## config.mk

```make
export PLATFORM = sky130hd
export DESIGN_NAME = shift_sequencer
export DESIGN_NICKNAME = d
export VERILOG_FILES = /design/src/rtl/shift_seq_pkg.sv /design/src/rtl/step_right_shift.sv /design/src/rtl/shift_sequencer.sv
export SDC_FILE = /design/constraint.sdc
export NUM_CORES = 1
export LEC_CHECK = 0
export CAP_MARGIN = 20
export CORE_MARGIN = 10
export CORE_UTILIZATION = 28
export CTS_BUF_LIST = sky130_fd_sc_hd__clkbuf_4 sky130_fd_sc_hd__clkbuf_8
export DETAILED_ROUTE_END_ITERATION = 12
export PLACE_DENSITY = 0.55
export SETUP_SLACK_MARGIN = 0.5
export SYNTH_ARGS = -nofsm -noshare
export SYNTH_HDL_FRONTEND = slang
export SYNTH_SLANG_ARGS = --single-unit
```

## constraint.sdc

```tcl
create_clock -name clk -period 2.1 [get_ports clk]
set_input_delay 0.42 -clock clk [delete_from_list [all_inputs] [get_ports clk]]
set_output_delay 0.42 -clock clk [all_outputs]
set_load 0.02 [all_outputs]
```

## src/rtl/shift_seq_pkg.sv

```systemverilog
// Shared types and defaults for the shift sequencer: FSM state encoding,
// datapath sizing, and the per-cycle step clamp.
package shift_seq_pkg;

  localparam int unsigned WIDTH_DEF    = 8;
  localparam int unsigned SHW_DEF      = 3;
  localparam int unsigned STEP_MAX_DEF = 3;

  typedef enum logic [1:0] {IDLE, SHIFT, DONE} seq_state_t;

  function automatic int unsigned min_step(input int unsigned rem, input int unsigned step_max);
    return (rem < step_max) ? rem : step_max;
  endfunction

endpackage

```

## src/rtl/step_right_shift.sv

```systemverilog
// Combinational logical right shift by a small amount (zero fill).
module step_right_shift #(
  parameter int unsigned WIDTH = 8,
  parameter int unsigned SHW   = 3
) (
  input  logic [SHW-1:0]   amt,
  input  logic [WIDTH-1:0] din,
  output logic [WIDTH-1:0] dout
);

  always_comb dout = din >> amt;

endmodule

```

## src/rtl/shift_sequencer.sv

```systemverilog
// Round-robin shared right shifter: one request at a time, executed as a
// sequence of steps of at most STEP_MAX bits each.
module shift_sequencer
  import shift_seq_pkg::*;
#(
  parameter int unsigned WIDTH    = WIDTH_DEF,
  parameter int unsigned SHW      = SHW_DEF,
  parameter int unsigned STEP_MAX = STEP_MAX_DEF
) (
  input  logic             clk,
  input  logic             rst_n,
  input  logic [1:0]       req_valid,
  output logic [1:0]       req_ready,
  input  logic [WIDTH-1:0] data0,
  input  logic [SHW-1:0]   shift0,
  input  logic [WIDTH-1:0] data1,
  input  logic [SHW-1:0]   shift1,
  output logic             rsp_valid,
  input  logic             rsp_ready,
  output logic [WIDTH-1:0] shout,
  output logic             rsp_id
);

  seq_state_t       state, state_nxt;
  logic             prio;
  logic             id;
  logic [WIDTH-1:0] acc;
  logic [SHW-1:0]   rem;
  logic             grant;
  logic             accept;
  logic [WIDTH-1:0] sel_data;
  logic [SHW-1:0]   sel_shift;
  logic [SHW-1:0]   step;
  logic [WIDTH-1:0] shifted;

  assign grant     = req_valid[prio] ? prio : ~prio;
  assign sel_data  = grant ? data1 : data0;
  assign sel_shift = grant ? shift1 : shift0;
  assign step      = SHW'(min_step(32'(rem), STEP_MAX));

  step_right_shift #(
    .WIDTH(WIDTH),
    .SHW  (SHW)
  ) u_step (
    .amt (step),
    .din (acc),
    .dout(shifted)
  );

  always_ff @(posedge clk or negedge rst_n) begin
    if (!rst_n) state <= IDLE;
    else        state <= state_nxt;
  end

  // rst_n gates req_ready so no grant is advertised while reset is asserted.
  always_comb begin
    state_nxt = state;
    req_ready = '0;
    accept    = 1'b0;
    case (state)
      IDLE: begin
        if (rst_n && (req_valid != 2'b00)) begin
          req_ready[grant] = 1'b1;
          accept           = 1'b1;
          state_nxt        = (sel_shift == '0) ? DONE : SHIFT;
        end
      end
      SHIFT: begin
        if (rem == step) state_nxt = DONE;
      end
      DONE: begin
        if (rsp_ready) state_nxt = IDLE;
      end
      default: state_nxt = IDLE;
    endcase
  end

  always_ff @(posedge clk or negedge rst_n) begin
    if (!rst_n) begin
      acc  <= '0;
      rem  <= '0;
      id   <= 1'b0;
      prio <= 1'b0;
    end else if (accept) begin
      acc  <= sel_data;
      rem  <= sel_shift;
      id   <= grant;
      prio <= ~grant;
    end else if (state == SHIFT) begin
      acc <= shifted;
      rem <= rem - step;
    end
  end

  assign rsp_valid = (state == DONE);
  assign shout     = rsp_valid ? acc : '0;
  assign rsp_id    = rsp_valid & id;

endmodule

```

---- Word level (Yosys, flattened, before mapping) ----
Index checks and enable logic that the tools add are counted.
storage, ports and cells
  register bits after elaboration ......... 15
  bits of input ports ..................... 27
  output and inout bits ................... 12
  logic and storage cells ................. 49
operators by class
  add/subtract/negate cells ............... 1
  order comparisons ....................... 4
  equality and inequality tests ........... 6
  shift-type cells ........................ 1
  mux-type cells .......................... 22
  bitwise logic cells ..................... 3
  reduce and logical (&&, ||, !) cells .... 7
operators with widths
  operator                                                                      number
  8-bit 2-to-1 mux                                                              4
  2-bit 2-to-1 mux                                                              6
  3-bit 2-to-1 mux                                                              4
  8-bit by 3-bit >> shifter with 8-bit output                                   1
  1-bit 2-to-1 mux                                                              6
  2-bit case mux with 3 select lines                                            1
  1-bit by 2-bit less-than comparator with 1-bit output, second input constant  2
  2-bit inequality test, second input constant                                  2
  2-bit nonzero test                                                            2
  3-bit equality test                                                           1
  3-bit zero test                                                               1
  3-bit by 2-bit less-than comparator with 1-bit output, second input constant  1
  3-bit AND reduction                                                           1
  3-bit subtractor                                                              1
  2-bit by 1-bit equality test with 1-bit output, second input constant         1
  2-bit equality test, second input constant                                    1
  1-bit logical AND                                                             2
  2-bit zero test                                                               1
  2-bit by 1-bit inequality test with 1-bit output, second input constant       1
  1-bit NOT                                                                     2
  1-bit AND                                                                     1
  1-bit demux with 1-bit select                                                 1
  1-bit greater-or-equal comparator, second input constant                      1

---- Depth between registers and ports, before layout ----
  depth in word-level cells ............... 9
  mapped depth ............................ 7
  depth with buffers taken out ............ 7

---- Cells and area by module ----
Synthesis repeated with hierarchy kept, for this count alone.
second synthesis, totals
  cells, all modules ...................... 131
  area total of the unflattened synthesis .. 1,266.2 um2
modules (own cells, without submodules)
  module            times used  cells each  area an instance (um2)  sequential area each (um2)
  shift_sequencer   1           103         992.2                   375.4
  step_right_shift  1           28          274.0                   0.0

---- Worst setup path after synthesis ----
OpenSTA, ideal clock, no wires.
  kind .................................... register to output
  start point ............................. register state[0]
  end point ............................... output port rsp_id
  arrival ................................. 1,287 ps
  required time ........................... 1,680 ps
  setup slack ............................. 393 ps
  stages on the path, launching flop included .. 4
  path buffers ............................ 1
  cells stage by stage .................... dfrtp_1 > and2b_1 > clkbuf_1 > and2_1
between the ends
  longest elaborated chain between the ends .. 2
RTL lines
  element                 line                   source
  from (decl)             shift_sequencer.sv:24  seq_state_t state, state_nxt;
  from (signal assigned)  shift_sequencer.sv:52  else state <= state_nxt;
  2-bit equality test     shift_sequencer.sv:95  assign rsp_valid = (state == DONE);
  named net rsp_valid     shift_sequencer.sv:18  output logic rsp_valid,
  1-bit AND               shift_sequencer.sv:97  assign rsp_id = rsp_valid & id;
  to (decl)               shift_sequencer.sv:21  output logic rsp_id
The timed path passes the listed nets, and every way through them passes these cells.

---- Worst setup path after layout ----
  start point ............................. register state[0]
  end point ............................... output port req_ready[0]
between the ends
  longest elaborated chain between the ends .. 2
RTL lines
  element           line                   source
  2-bit zero test   shift_sequencer.sv:60  case (state)
  2-bit 2-to-1 mux  shift_sequencer.sv:60
  to (decl)         shift_sequencer.sv:13  output logic [1:0] req_ready,
No other way between the ends.

==> impl_metrics.yaml <==
die:
  io_pins: 39
  die_x_um: 86.4
  rows: 24
  die_area_um2: 7470
  fp.dieH_um: 86.4
  core_area_um2: 4320
  initial_core_util: 0.286
yosys:
  synthMuxAreaShare: 0.0739
  synthFlopType: "dfrtp_1"
  yosysSeqAreaShare: 0.304
  synth_compound_area_frac: 0.305
  synth_edf_count: 0
  synthArstFlopShare: 1.00
  syn_nets: 167
  synth-seq-cells: 15
  ys_types: 47
  synth_top_family_by_area: "compound AO/OA/AOI/OAI gates"
  yosysWarnings: 0
  synth_fa_ha_area_frac: 0.0101
  synth-xor-area-share: 0
  syn_inst: 139
  synth-simple-area-share: 0.253
  syn_area_per_cell_um2: 8.89
  netlist_area_um2: 1240
setup_path:
  critPathArrivalTime_ps: 1270
  r2r_cells: 6
  endpoint_kind: "output pin"
  regToRegSetupSlack_ps: 510
  r2r-end: "rem[2]$_DFFE_PN0P_"
  crit_fanout: 4
  reg2reg_from: "rem[1]$_DFFE_PN0P_"
  crit_start: "state[0]$_DFFE_PN0P_"
  critPathRequiredTime_ps: 1680
  crit_type: "register to output pin"
  startpoint_type: "register"
global_routing:
  grt_max_degree: 17
  overflow: 0
  grt_pass1_vias: 1334
  grt_antenna_before_repair: 0
  grt_first_pass_wirelength_um: 6690
  grt_usage: 0.107
clock_tree:
  cts_sinks: 15
  clockBufferDepth: 2
  insertion_delay_ps: 250
  clock-root-buffer: "clkbuf_8"
  cts_buffers: 3
  clkTransAtPathRegs_ps: 70
  tritoncts: "yes"
  hold_buffers: 0
  htree_levels: 1
place:
  gp_congestion: 0.860
  post-place-ws_ps: -264
  port_buffers: 38
  dp_hpwl_um: 3060
route:
  wl_um: 3930
  drtIter0Drc: 68
  avgRoutedWirePerCell_um: 16.5
  drc: 0
  dr.pass1.iters: 4
  routed-via-count: 1261
  antenna_left: 0
  avgViaCountPerCell: 5.30
sta:
  rsz0062_at_grt: "true"
  fmax_ghz: 0.591
  finalSetupTns_ps: 0
  drv_slew: 0
  tightestPinTransition_ps: 421
  fin_ws_ps: 407
  slew_headroom: 0.715
  setup_viol: 0
  skew_ps: 5.73
  period_share: 0.806
  period_needed_ps: 1690
  finalHoldViolCount: 0
flow_run:
  cap_viol_max_count: 0
layout:
  drive_gt1_frac: 0.306
  final_cell_mix: "clkdlybuf4s50_1, buf_6, dfrtp_1, buf_4, o21ai_0"
  fin_nets: 215
  area_growth_pct: 49.5
  mostFrequentLayoutCell: "clkdlybuf4s50_1"
  utilization: 0.427
  diodes: 0
pwr:
  ir_worst_vdd_v: 0.000390
  power_density_nw_per_um2: 1210
  p_leak_nw: 0.781
hold_path:
  worstHoldPathType: "input pin to async pin"
run_status:
  status: "finished, final reports clean"
-- stage by stage --
| stage | cell area [µm²] | total power [mW] | hold WS, ps | cells |
|---|---|---|---|---|
| 6_report | 1850 | 2.24 | 280 | 238 |
| 4_1_cts | 1770 | 2.15 | 291 | 234 |
| 3_3_place_gp | 1680 | 1.80 | 457 | 229 |
| 2_1_floorplan | 1240 | 1.50 | 124 | 139 |
| 5_1_grt | 1850 | 2.44 | 307 | 238 |
| 3_5_place_dp | 1680 | 1.84 | 473 | 229 |
-- worst max path at each step --
| stage | end | slack (ps) | cells after the start |
|---|---|---|---|
| floorplan | rsp_id | 550 | 3 |
| global placement | req_ready[1] | -270 | 4 |
| detailed placement | req_ready[0] | -260 | 4 |
| CTS | req_ready[1] | 410 | 3 |
| global route | req_ready[0] | 340 | 3 |
| finish | req_ready[0] | 410 | 3 |
-- worst max-delay path: stages, from the launching register on --
cell	delay, ps
dfrtp_2	450
nor3b_4	250
and3_4	220
buf_6	110
-- cell families after synthesis --
| logic type | count (synthesis) |
|---|---|
| mux | 9 |
| flops | 15 |
| compound gates | 53 |
| buf+inv | 10 |
| fa+ha+maj | 1 |
| simple gates | 51 |
-- registers in the layout, summed over array words and instances, names as in the netlist --
register and cells:
id 1, rem 3, state 2, acc 8
prio 1
-- cells in the mapped netlist, types with 2 or more instances --
cell | instances | area, µm²
buf_4 | 2 | 15.0
nor2_1 | 7 | 26.3
nand2b_1 | 6 | 37.5
and3_1 | 2 | 12.5
o21a_1 | 2 | 15.0
a221oi_1 | 3 | 26.3
a221o_1 | 5 | 50.1
o22ai_1 | 4 | 25.0
a21oi_1 | 9 | 45.0
a21o_1 | 2 | 15.0
nand2_1 | 5 | 18.8
and2_1 | 9 | 56.3
a32oi_1 | 2 | 17.5
nand3_1 | 5 | 25.0
mux2i_1 | 8 | 80.1
o21ai_2 | 2 | 17.5
and2b_1 | 2 | 15.0
nand3b_1 | 2 | 15.0
nor2b_1 | 5 | 31.3
o21ai_1 | 4 | 20.0
a22o_1 | 2 | 17.5
buf_2 | 3 | 15.0
dfrtp_1 | 15 | 375
o21ai_0 | 10 | 50.1
-- routing by layer --
metal  routed length (µm)  up-vias  global-route usage
met5                    0        -                   0
met3                  231        2              0.0263
li1                     -      618                   -
met4                   30        0              0.0339
met1                 1810      605               0.142
met2                 1860       36               0.164
-- timing repair --
item / in CTS / in global routing
gates cloned: 1 / 0
buffers inserted: 0 / 4
hold endpoints to repair: 0 / 0
pin swaps: 6 / 3
gates resized for setup: 83 / 13
setup endpoints to repair: 26 / 17
-- where the power goes --
group,internal (mW),switching (mW),leakage [nW]
combinational,0.684,0.641,0.576
sequential,0.432,0.233,0.180
clock,0.147,0.104,0.0262
-- cell type report --
cell class                      instances  area [µm²]
Fill cell                             447        2480
Multi-Input combinational cell        115         852
Timing Repair Buffer                   50         494
Sequential cell                        15         380
Tap cell                               52        65.1
Clock buffer                            4        48.8
Inverter                                2        7.51
(Power assumes the default switching activity.)
